===== src/rtl/serial_buffer_ctrl.sv =====
// Serial word receiver feeding an internal RAM, with a send-triggered serial replay of the whole buffer.
// Frames: 1 start bit, DATA_W data bits LSB first, 1 stop bit; CLKS_PER_BIT clocks per bit.
module serial_buffer_ctrl #(
    parameter int unsigned DATA_W       = 16,
    parameter int unsigned ADDR_W       = 8,
    parameter int unsigned CLKS_PER_BIT = 4
) (
    input  logic            sysclk,
    input  logic            reset,
    input  logic            write,
    input  logic            send,
    input  logic            serialIn,
    output logic            out_fin,
    output logic            busy,
    output logic            done,
    output logic [ADDR_W:0] count,
    output logic            overflow,
    output logic            frm_err
);
    localparam int unsigned DEPTH = 2 ** ADDR_W;
    localparam int unsigned CW    = ADDR_W + 1;
    localparam int unsigned CNT_W = $clog2(CLKS_PER_BIT);
    localparam int unsigned BIT_W = $clog2(DATA_W);

    localparam logic [CNT_W-1:0] HALF_M1  = CNT_W'(CLKS_PER_BIT / 2 - 1);
    localparam logic [CNT_W-1:0] CPB_M1   = CNT_W'(CLKS_PER_BIT - 1);
    localparam logic [BIT_W-1:0] LAST_BIT = BIT_W'(DATA_W - 1);
    localparam logic [CW-1:0]    FULL     = CW'(DEPTH);

    localparam logic [1:0] RX_IDLE  = 2'd0;
    localparam logic [1:0] RX_START = 2'd1;
    localparam logic [1:0] RX_DATA  = 2'd2;
    localparam logic [1:0] RX_STOP  = 2'd3;

    localparam logic [2:0] TX_IDLE  = 3'd0;
    localparam logic [2:0] TX_FETCH = 3'd1;
    localparam logic [2:0] TX_START = 3'd2;
    localparam logic [2:0] TX_DATA  = 3'd3;
    localparam logic [2:0] TX_STOP  = 3'd4;

    logic [2:0]        sync_q, sync_d;
    logic              rx_s, rx_prev;

    logic [1:0]        rx_state_q, rx_state_d;
    logic [CNT_W-1:0]  rx_cnt_q, rx_cnt_d;
    logic [BIT_W-1:0]  rx_bit_q, rx_bit_d;
    logic [DATA_W-1:0] rx_shift_q, rx_shift_d;
    logic              rx_store_c, rx_ferr_c, rx_ovf_c;

    logic [1:0]        send_q, send_d;
    logic              req_c;
    logic [2:0]        tx_state_q, tx_state_d;
    logic [CNT_W-1:0]  tx_cnt_q, tx_cnt_d;
    logic [BIT_W-1:0]  tx_bit_q, tx_bit_d;
    logic [DATA_W-1:0] tx_shift_q, tx_shift_d;
    logic [ADDR_W-1:0] rd_ptr_q, rd_ptr_d;
    logic              out_fin_q, out_fin_d;
    logic              busy_q, busy_d;
    logic              done_q, done_d;
    logic              tx_clr_c;

    logic [CW-1:0]     count_q, count_d;
    logic              overflow_q, overflow_d;
    logic              frm_err_q, frm_err_d;

    logic [DATA_W-1:0] mem [DEPTH];
    logic [DATA_W-1:0] rd_data_q;

    // Two synchroniser stages plus one history stage for falling-edge detection.
    assign sync_d  = {sync_q[1:0], serialIn};
    assign rx_s    = sync_q[1];
    assign rx_prev = sync_q[2];

    // Receive FSM; held idle whenever playback owns the buffer.
    always_comb begin
        rx_state_d = rx_state_q;
        rx_cnt_d   = rx_cnt_q;
        rx_bit_d   = rx_bit_q;
        rx_shift_d = rx_shift_q;
        rx_store_c = 1'b0;
        rx_ferr_c  = 1'b0;
        rx_ovf_c   = 1'b0;
        if (busy_q) begin
            rx_state_d = RX_IDLE;
        end else begin
            case (rx_state_q)
                RX_IDLE: begin
                    if (rx_prev && !rx_s) begin
                        rx_state_d = RX_START;
                        rx_cnt_d   = '0;
                    end
                end
                RX_START: begin
                    if (rx_cnt_q == HALF_M1) begin
                        rx_cnt_d   = '0;
                        rx_bit_d   = '0;
                        rx_state_d = rx_s ? RX_IDLE : RX_DATA;
                    end else begin
                        rx_cnt_d = rx_cnt_q + CNT_W'(1);
                    end
                end
                RX_DATA: begin
                    if (rx_cnt_q == CPB_M1) begin
                        rx_cnt_d   = '0;
                        rx_shift_d = {rx_s, rx_shift_q[DATA_W-1:1]};
                        if (rx_bit_q == LAST_BIT) begin
                            rx_state_d = RX_STOP;
                        end else begin
                            rx_bit_d = rx_bit_q + BIT_W'(1);
                        end
                    end else begin
                        rx_cnt_d = rx_cnt_q + CNT_W'(1);
                    end
                end
                RX_STOP: begin
                    if (rx_cnt_q == CPB_M1) begin
                        rx_state_d = RX_IDLE;
                        if (!rx_s) begin
                            rx_ferr_c = 1'b1;
                        end else if (write) begin
                            if (count_q == FULL) begin
                                rx_ovf_c = 1'b1;
                            end else begin
                                rx_store_c = 1'b1;
                            end
                        end
                    end else begin
                        rx_cnt_d = rx_cnt_q + CNT_W'(1);
                    end
                end
                default: rx_state_d = RX_IDLE;
            endcase
        end
    end

    // Transmit FSM: one fetch cycle per word, then start/data/stop.
    always_comb begin
        send_d     = {send_q[0], send};
        req_c      = send_q[0] && !send_q[1];
        tx_state_d = tx_state_q;
        tx_cnt_d   = tx_cnt_q;
        tx_bit_d   = tx_bit_q;
        tx_shift_d = tx_shift_q;
        rd_ptr_d   = rd_ptr_q;
        out_fin_d  = out_fin_q;
        busy_d     = busy_q;
        done_d     = 1'b0;
        tx_clr_c   = 1'b0;
        case (tx_state_q)
            TX_IDLE: begin
                out_fin_d = 1'b1;
                if (req_c && (count_q != '0)) begin
                    tx_state_d = TX_FETCH;
                    busy_d     = 1'b1;
                    rd_ptr_d   = '0;
                end
            end
            TX_FETCH: begin
                tx_state_d = TX_START;
                tx_cnt_d   = '0;
                out_fin_d  = 1'b0;
            end
            TX_START: begin
                if (tx_cnt_q == CPB_M1) begin
                    tx_state_d = TX_DATA;
                    tx_cnt_d   = '0;
                    tx_bit_d   = '0;
                    out_fin_d  = rd_data_q[0];
                    tx_shift_d = {1'b0, rd_data_q[DATA_W-1:1]};
                end else begin
                    tx_cnt_d = tx_cnt_q + CNT_W'(1);
                end
            end
            TX_DATA: begin
                if (tx_cnt_q == CPB_M1) begin
                    tx_cnt_d = '0;
                    if (tx_bit_q == LAST_BIT) begin
                        tx_state_d = TX_STOP;
                        out_fin_d  = 1'b1;
                    end else begin
                        tx_bit_d   = tx_bit_q + BIT_W'(1);
                        out_fin_d  = tx_shift_q[0];
                        tx_shift_d = {1'b0, tx_shift_q[DATA_W-1:1]};
                    end
                end else begin
                    tx_cnt_d = tx_cnt_q + CNT_W'(1);
                end
            end
            TX_STOP: begin
                if (tx_cnt_q == CPB_M1) begin
                    if ((CW'(rd_ptr_q) + CW'(1)) < count_q) begin
                        rd_ptr_d   = rd_ptr_q + ADDR_W'(1);
                        tx_state_d = TX_FETCH;
                    end else begin
                        tx_state_d = TX_IDLE;
                        busy_d     = 1'b0;
                        done_d     = 1'b1;
                        tx_clr_c   = 1'b1;
                    end
                end else begin
                    tx_cnt_d = tx_cnt_q + CNT_W'(1);
                end
            end
            default: begin
                tx_state_d = TX_IDLE;
                busy_d     = 1'b0;
                out_fin_d  = 1'b1;
            end
        endcase
    end

    // Fill count and sticky error flags; store and clear never coincide since RX idles while busy.
    always_comb begin
        count_d    = count_q;
        overflow_d = overflow_q | rx_ovf_c;
        frm_err_d  = frm_err_q | rx_ferr_c;
        if (tx_clr_c) begin
            count_d = '0;
        end else if (rx_store_c) begin
            count_d = count_q + CW'(1);
        end
    end

    always_ff @(posedge sysclk or negedge reset) begin
        if (!reset) begin
            sync_q     <= '1;
            rx_state_q <= RX_IDLE;
            rx_cnt_q   <= '0;
            rx_bit_q   <= '0;
            rx_shift_q <= '0;
            send_q     <= '0;
            tx_state_q <= TX_IDLE;
            tx_cnt_q   <= '0;
            tx_bit_q   <= '0;
            tx_shift_q <= '0;
            rd_ptr_q   <= '0;
            out_fin_q  <= 1'b1;
            busy_q     <= 1'b0;
            done_q     <= 1'b0;
            count_q    <= '0;
            overflow_q <= 1'b0;
            frm_err_q  <= 1'b0;
        end else begin
            sync_q     <= sync_d;
            rx_state_q <= rx_state_d;
            rx_cnt_q   <= rx_cnt_d;
            rx_bit_q   <= rx_bit_d;
            rx_shift_q <= rx_shift_d;
            send_q     <= send_d;
            tx_state_q <= tx_state_d;
            tx_cnt_q   <= tx_cnt_d;
            tx_bit_q   <= tx_bit_d;
            tx_shift_q <= tx_shift_d;
            rd_ptr_q   <= rd_ptr_d;
            out_fin_q  <= out_fin_d;
            busy_q     <= busy_d;
            done_q     <= done_d;
            count_q    <= count_d;
            overflow_q <= overflow_d;
            frm_err_q  <= frm_err_d;
        end
    end

    // Buffer RAM: contents survive reset, read has one cycle of latency.
    always_ff @(posedge sysclk) begin
        if (rx_store_c) begin
            mem[count_q[ADDR_W-1:0]] <= rx_shift_q;
        end
        rd_data_q <= mem[rd_ptr_q];
    end

    assign out_fin  = out_fin_q;
    assign busy     = busy_q;
    assign done     = done_q;
    assign count    = count_q;
    assign overflow = overflow_q;
    assign frm_err  = frm_err_q;

endmodule


===== config.mk =====
export PLATFORM = sky130hd
export DESIGN_NAME = serial_buffer_ctrl
export DESIGN_NICKNAME = d
export VERILOG_FILES = /design/src/rtl/serial_buffer_ctrl.sv
export SDC_FILE = /design/constraint.sdc
export NUM_CORES = 2
export LEC_CHECK = 0
export ABC_CLOCK_PERIOD_IN_PS = 4300
export CAP_MARGIN = 5
export CORE_MARGIN = 3
export CORE_UTILIZATION = 63
export CTS_CLUSTER_DIAMETER = 40
export DETAILED_ROUTE_END_ITERATION = 8
export GPL_ROUTABILITY_DRIVEN = 0
export MAX_ROUTING_LAYER = met4
export PLACE_DENSITY = 0.79
export SYNTH_ARGS = -nofsm -noshare
export SYNTH_HDL_FRONTEND = slang
export SYNTH_SLANG_ARGS = --single-unit

===== constraint.sdc =====
create_clock -name sysclk -period 4.3 [get_ports sysclk]
set_input_delay 0.43 -clock sysclk [delete_from_list [all_inputs] [get_ports sysclk]]
set_output_delay 0.43 -clock sysclk [all_outputs]
set_load 0.05 [all_outputs]

==> results_dict.tcl <==
set metrics [dict create \
    wl_per_cell_um 38.19 \
    worstSetupEndpointType "register" \
    vdd_ir_drop_max_v 0.0004207 \
    reg2reg_depth 7 \
    maxSlewViolCount 0 \
    clk_latency_ns 0.94 \
    fmax_ghz 0.2299 \
    crit_top_cell "nand2_1" \
    stdcell_count 11890 \
    p_leak_nw 67.81 \
    grt_antenna_before_repair 30 \
    track_usage_pct 35.75 \
    vias 86610 \
    outcome "finished, violations left" \
    arrival_ns 4.95 \
    rows 185 \
    netlist_area_um2 162300 \
    max_stage_delay_ns 0.94 \
    htree_levels 5 \
    cap_violations 0 \
    die_x_um 513.5 \
    wl_met1_um 146300 \
    worstMarginPinSlew_ns 1.434 \
    total_power_mw 85.48 \
    die_h_um 513.5 \
    p_per_area_nw_per_um2 461.6 \
    grt_pass1_wl_um 647500 \
    timing.rr.start "rx_cnt_q[0]$_DFFE_PN0P_" \
    dpl_worst_slack_ns 0.2951 \
    synthesis.nets 7519 \
    drtIter0Drc 15880 \
    holdWs_ns 0.1222 \
    synth_top_cell_by_area "edfxtp_1" \
    synth_common_cells "4096 x edfxtp_1, 886 x mux4_2, 484 x mux2i_1, 341 x nor2_1, 193 x nand2_1" \
    violations "negative setup slack" \
    dr.max_layer_used "met4" \
    clock_sinks 4187 \
    synth_most_common_cell "edfxtp_1" \
    path_clk_slew_ns 0.06 \
    maxSlewHeadroom_pct 4.038 \
    cts_tree "yes" \
    avgViaCountPerCell 7.287 \
    postCtsSetupBuffers 0 \
    finClkSkew_ns 0.06752 \
    hold_class "primary input to asynchronous set/reset pin" \
    async_flop_share_pct 1.791 \
    tns_ns -1.395 \
    route.met2.wl_um 211700 \
    synth_cells 7495 \
    grt_overflow_total 0 \
    synth.avg_cell_area_um2 21.65 \
    synth.area.top_cells "edfxtp_1 76%, mux4_2 12%, mux2i_1 3.0%, dfrtp_1 1.1%, nor2_1 0.79%" \
    final-hold-violation-count 0 \
    wl_met3_um 66290 \
    grt_pass1_vias 87010 \
    r2r-end "mem[126][6]$_DFFE_PP_" \
    finalNetCount 8130 \
    start_util_pct 63.61 \
    io_buffer_count 18 \
    start_kind "register" \
    fin_crit_ns 4.349 \
    wl_um 453900 \
    setup_ws_ns -0.04937 \
    rsz0062_at_grt "no" \
    setup_viol 67 \
    clockBufferDepth 4 \
    io_pins 19 \
    drc_errors 0 \
    placed_cells 11010 \
    critical_path_required_ns 4.90 \
    ys_ff_latch 4187 \
    netlist.area_leader.share_pct 75.80 \
    r2r_slack_ns -0.05 \
    fin_crit_sh_pct 101.1 \
    critPathSlowestCell "nor3_1" \
    core_area_um2 255100 \
    synthFlopType "edfxtp_1" \
    area_growth_pct 14.13 \
    synth_edf_count 4096 \
    ys_seq_area_share_pct 77.16 \
    crit_chain "ha_1 -> and4b_1 -> nand2_1 -> nor3_1 -> nand2_1 -> nor2_1 -> buf_4" \
    fillers 13170 \
    hpwlAfterDp_um 244500 \
    dieArea_um2 263700 \
    grt_max_degree 223 \
    drive_gt1_share_pct 27.13 \
    cts_buffers 458 \
    critical_path_class "register to register" \
    worstPathMaxFanout 16 \
    ant_nets 0 \
    firstDrtPassIters 8 \
    ys.warnings.count 0 \
    yosysUniqueCellTypes 80 \
    cts-root-buf "clkbuf_16" \
]
-- flip-flops by register name, indices dropped and copies added, names as in the netlist, 3 cells and up --
signal	flops
rd_data_q	16
rd_ptr_q	8
rx_shift_q	16
tx_state_q	3
rx_bit_q	4
count	9
tx_bit_q	4
tx_shift_q	15
mem	4096
sync_q	3
-- critical path, delay by kind of cell (launching register included) --
| family | cells | cell delay (ns) |
|---|---|---|
| adder cells (fa/ha/maj) | 1 | 0.26 |
| buffers and inverters | 1 | 0.31 |
| flip-flops | 1 | 0.43 |
| AND/OR/NAND/NOR | 5 | 3.02 |
-- routing by layer --
layer	vias up	global-route usage, %
li1	32820	-
met1	44110	46.74
met2	8142	52.76
met3	1545	9.399
met4	0	18.31
met5	-	-
-- per-stage QoR --
stage	utilization, %	instance area [um2]
after floorplan	-	162300
after global placement	66.38	169300
after detailed placement	66.38	169300
after CTS	72.56	185100
after global routing	72.60	185200
final	72.60	185200
-- where the power goes --
group,switching [mW],internal [mW]
sequential,0.0959,44.2
combinational,0.333,0.178
clock,16.6,24.1
-- cells in the final DEF, fill, tap and decap left out, drive strengths merged, types with 12 or more instances in the layout --
| cell | synthesis | layout |
|---|---|---|
| inv | 20 | 56 |
| o211ai | 15 | 15 |
| a31oi | 12 | 12 |
| nor2 | 341 | 341 |
| bufinv | 0 | 67 |
| nor3 | 32 | 32 |
| diode | 0 | 32 |
| mux2i | 484 | 484 |
| nor2b | 13 | 13 |
| clkinv | 3 | 185 |
| ha | 19 | 19 |
| a211oi | 36 | 36 |
| clkdlybuf4s50 | 0 | 17 |
| o221ai | 103 | 103 |
| o21ai | 153 | 153 |
| clkbuf | 178 | 516 |
| mux4 | 921 | 921 |
| a221oi | 109 | 109 |
| clkinvlp | 0 | 43 |
| dfrtp | 71 | 71 |
| mux2 | 26 | 26 |
| buf | 274 | 582 |
| dfxtp | 16 | 16 |
| edfxtp | 4096 | 4096 |
| a21oi | 130 | 130 |
| xnor2 | 14 | 14 |
| o22ai | 47 | 47 |
| a211o | 14 | 14 |
| nand3 | 23 | 23 |
| nand2 | 194 | 194 |
-- cell type report --
class / instances / area (um2) / share of cell area, %
Antenna cell: 32 / 80.08 / 0.04324
Clock buffer: 514 / 11880 / 6.416
Clock inverter: 328 / 3882 / 2.096
Inverter: 23 / 96.34 / 0.05202
Multi-Input combinational cell: 2833 / 34230 / 18.49
Sequential cell: 4187 / 125300 / 67.65
Tap cell: 3366 / 4212 / 2.274
Timing Repair Buffer: 603 / 5523 / 2.982
-- worst max path at each step --
stage	from	slack, ns	depth (start not counted)	end
final	rx_cnt_q[0]$_DFFE_PN0P_	-0.05	7	mem[126][6]$_DFFE_PP_
after global routing	rd_ptr_q[0]$_DFFE_PN0P_	0.08	6	rd_data_q[7]$_DFF_P_
after CTS	rd_ptr_q[1]$_DFFE_PN0P_	0.11	11	rd_data_q[12]$_DFF_P_
after detailed placement	write	0.30	7	mem[112][13]$_DFFE_PP_
after global placement	rd_ptr_q[1]$_DFFE_PN0P_	0.32	11	rd_data_q[12]$_DFF_P_
after floorplan	count[0]$_DFFE_PN0P_	0.30	7	mem[175][0]$_DFFE_PP_
-- cells by family after synthesis --
group / count (synthesis) / share of synthesized area, %
and+or+nand+nor: 653 / 1.668
xor gates and xnor gates: 15 / 0.08097
buffers and inverters: 475 / 1.841
AOI/OAI and AO/OA: 715 / 3.074
adders and majority gates: 19 / 0.1465
DFF: 4187 / 77.16
muxes: 1431 / 16.03
-- what timing repair did --
item | 4_1_cts | 5_1_grt
hold buffers | 2 | 0
resized for setup | 0 | 0
endpoints found under the hold margin | 50 | 0
Note: power is estimated with default switching activity, not from simulation.
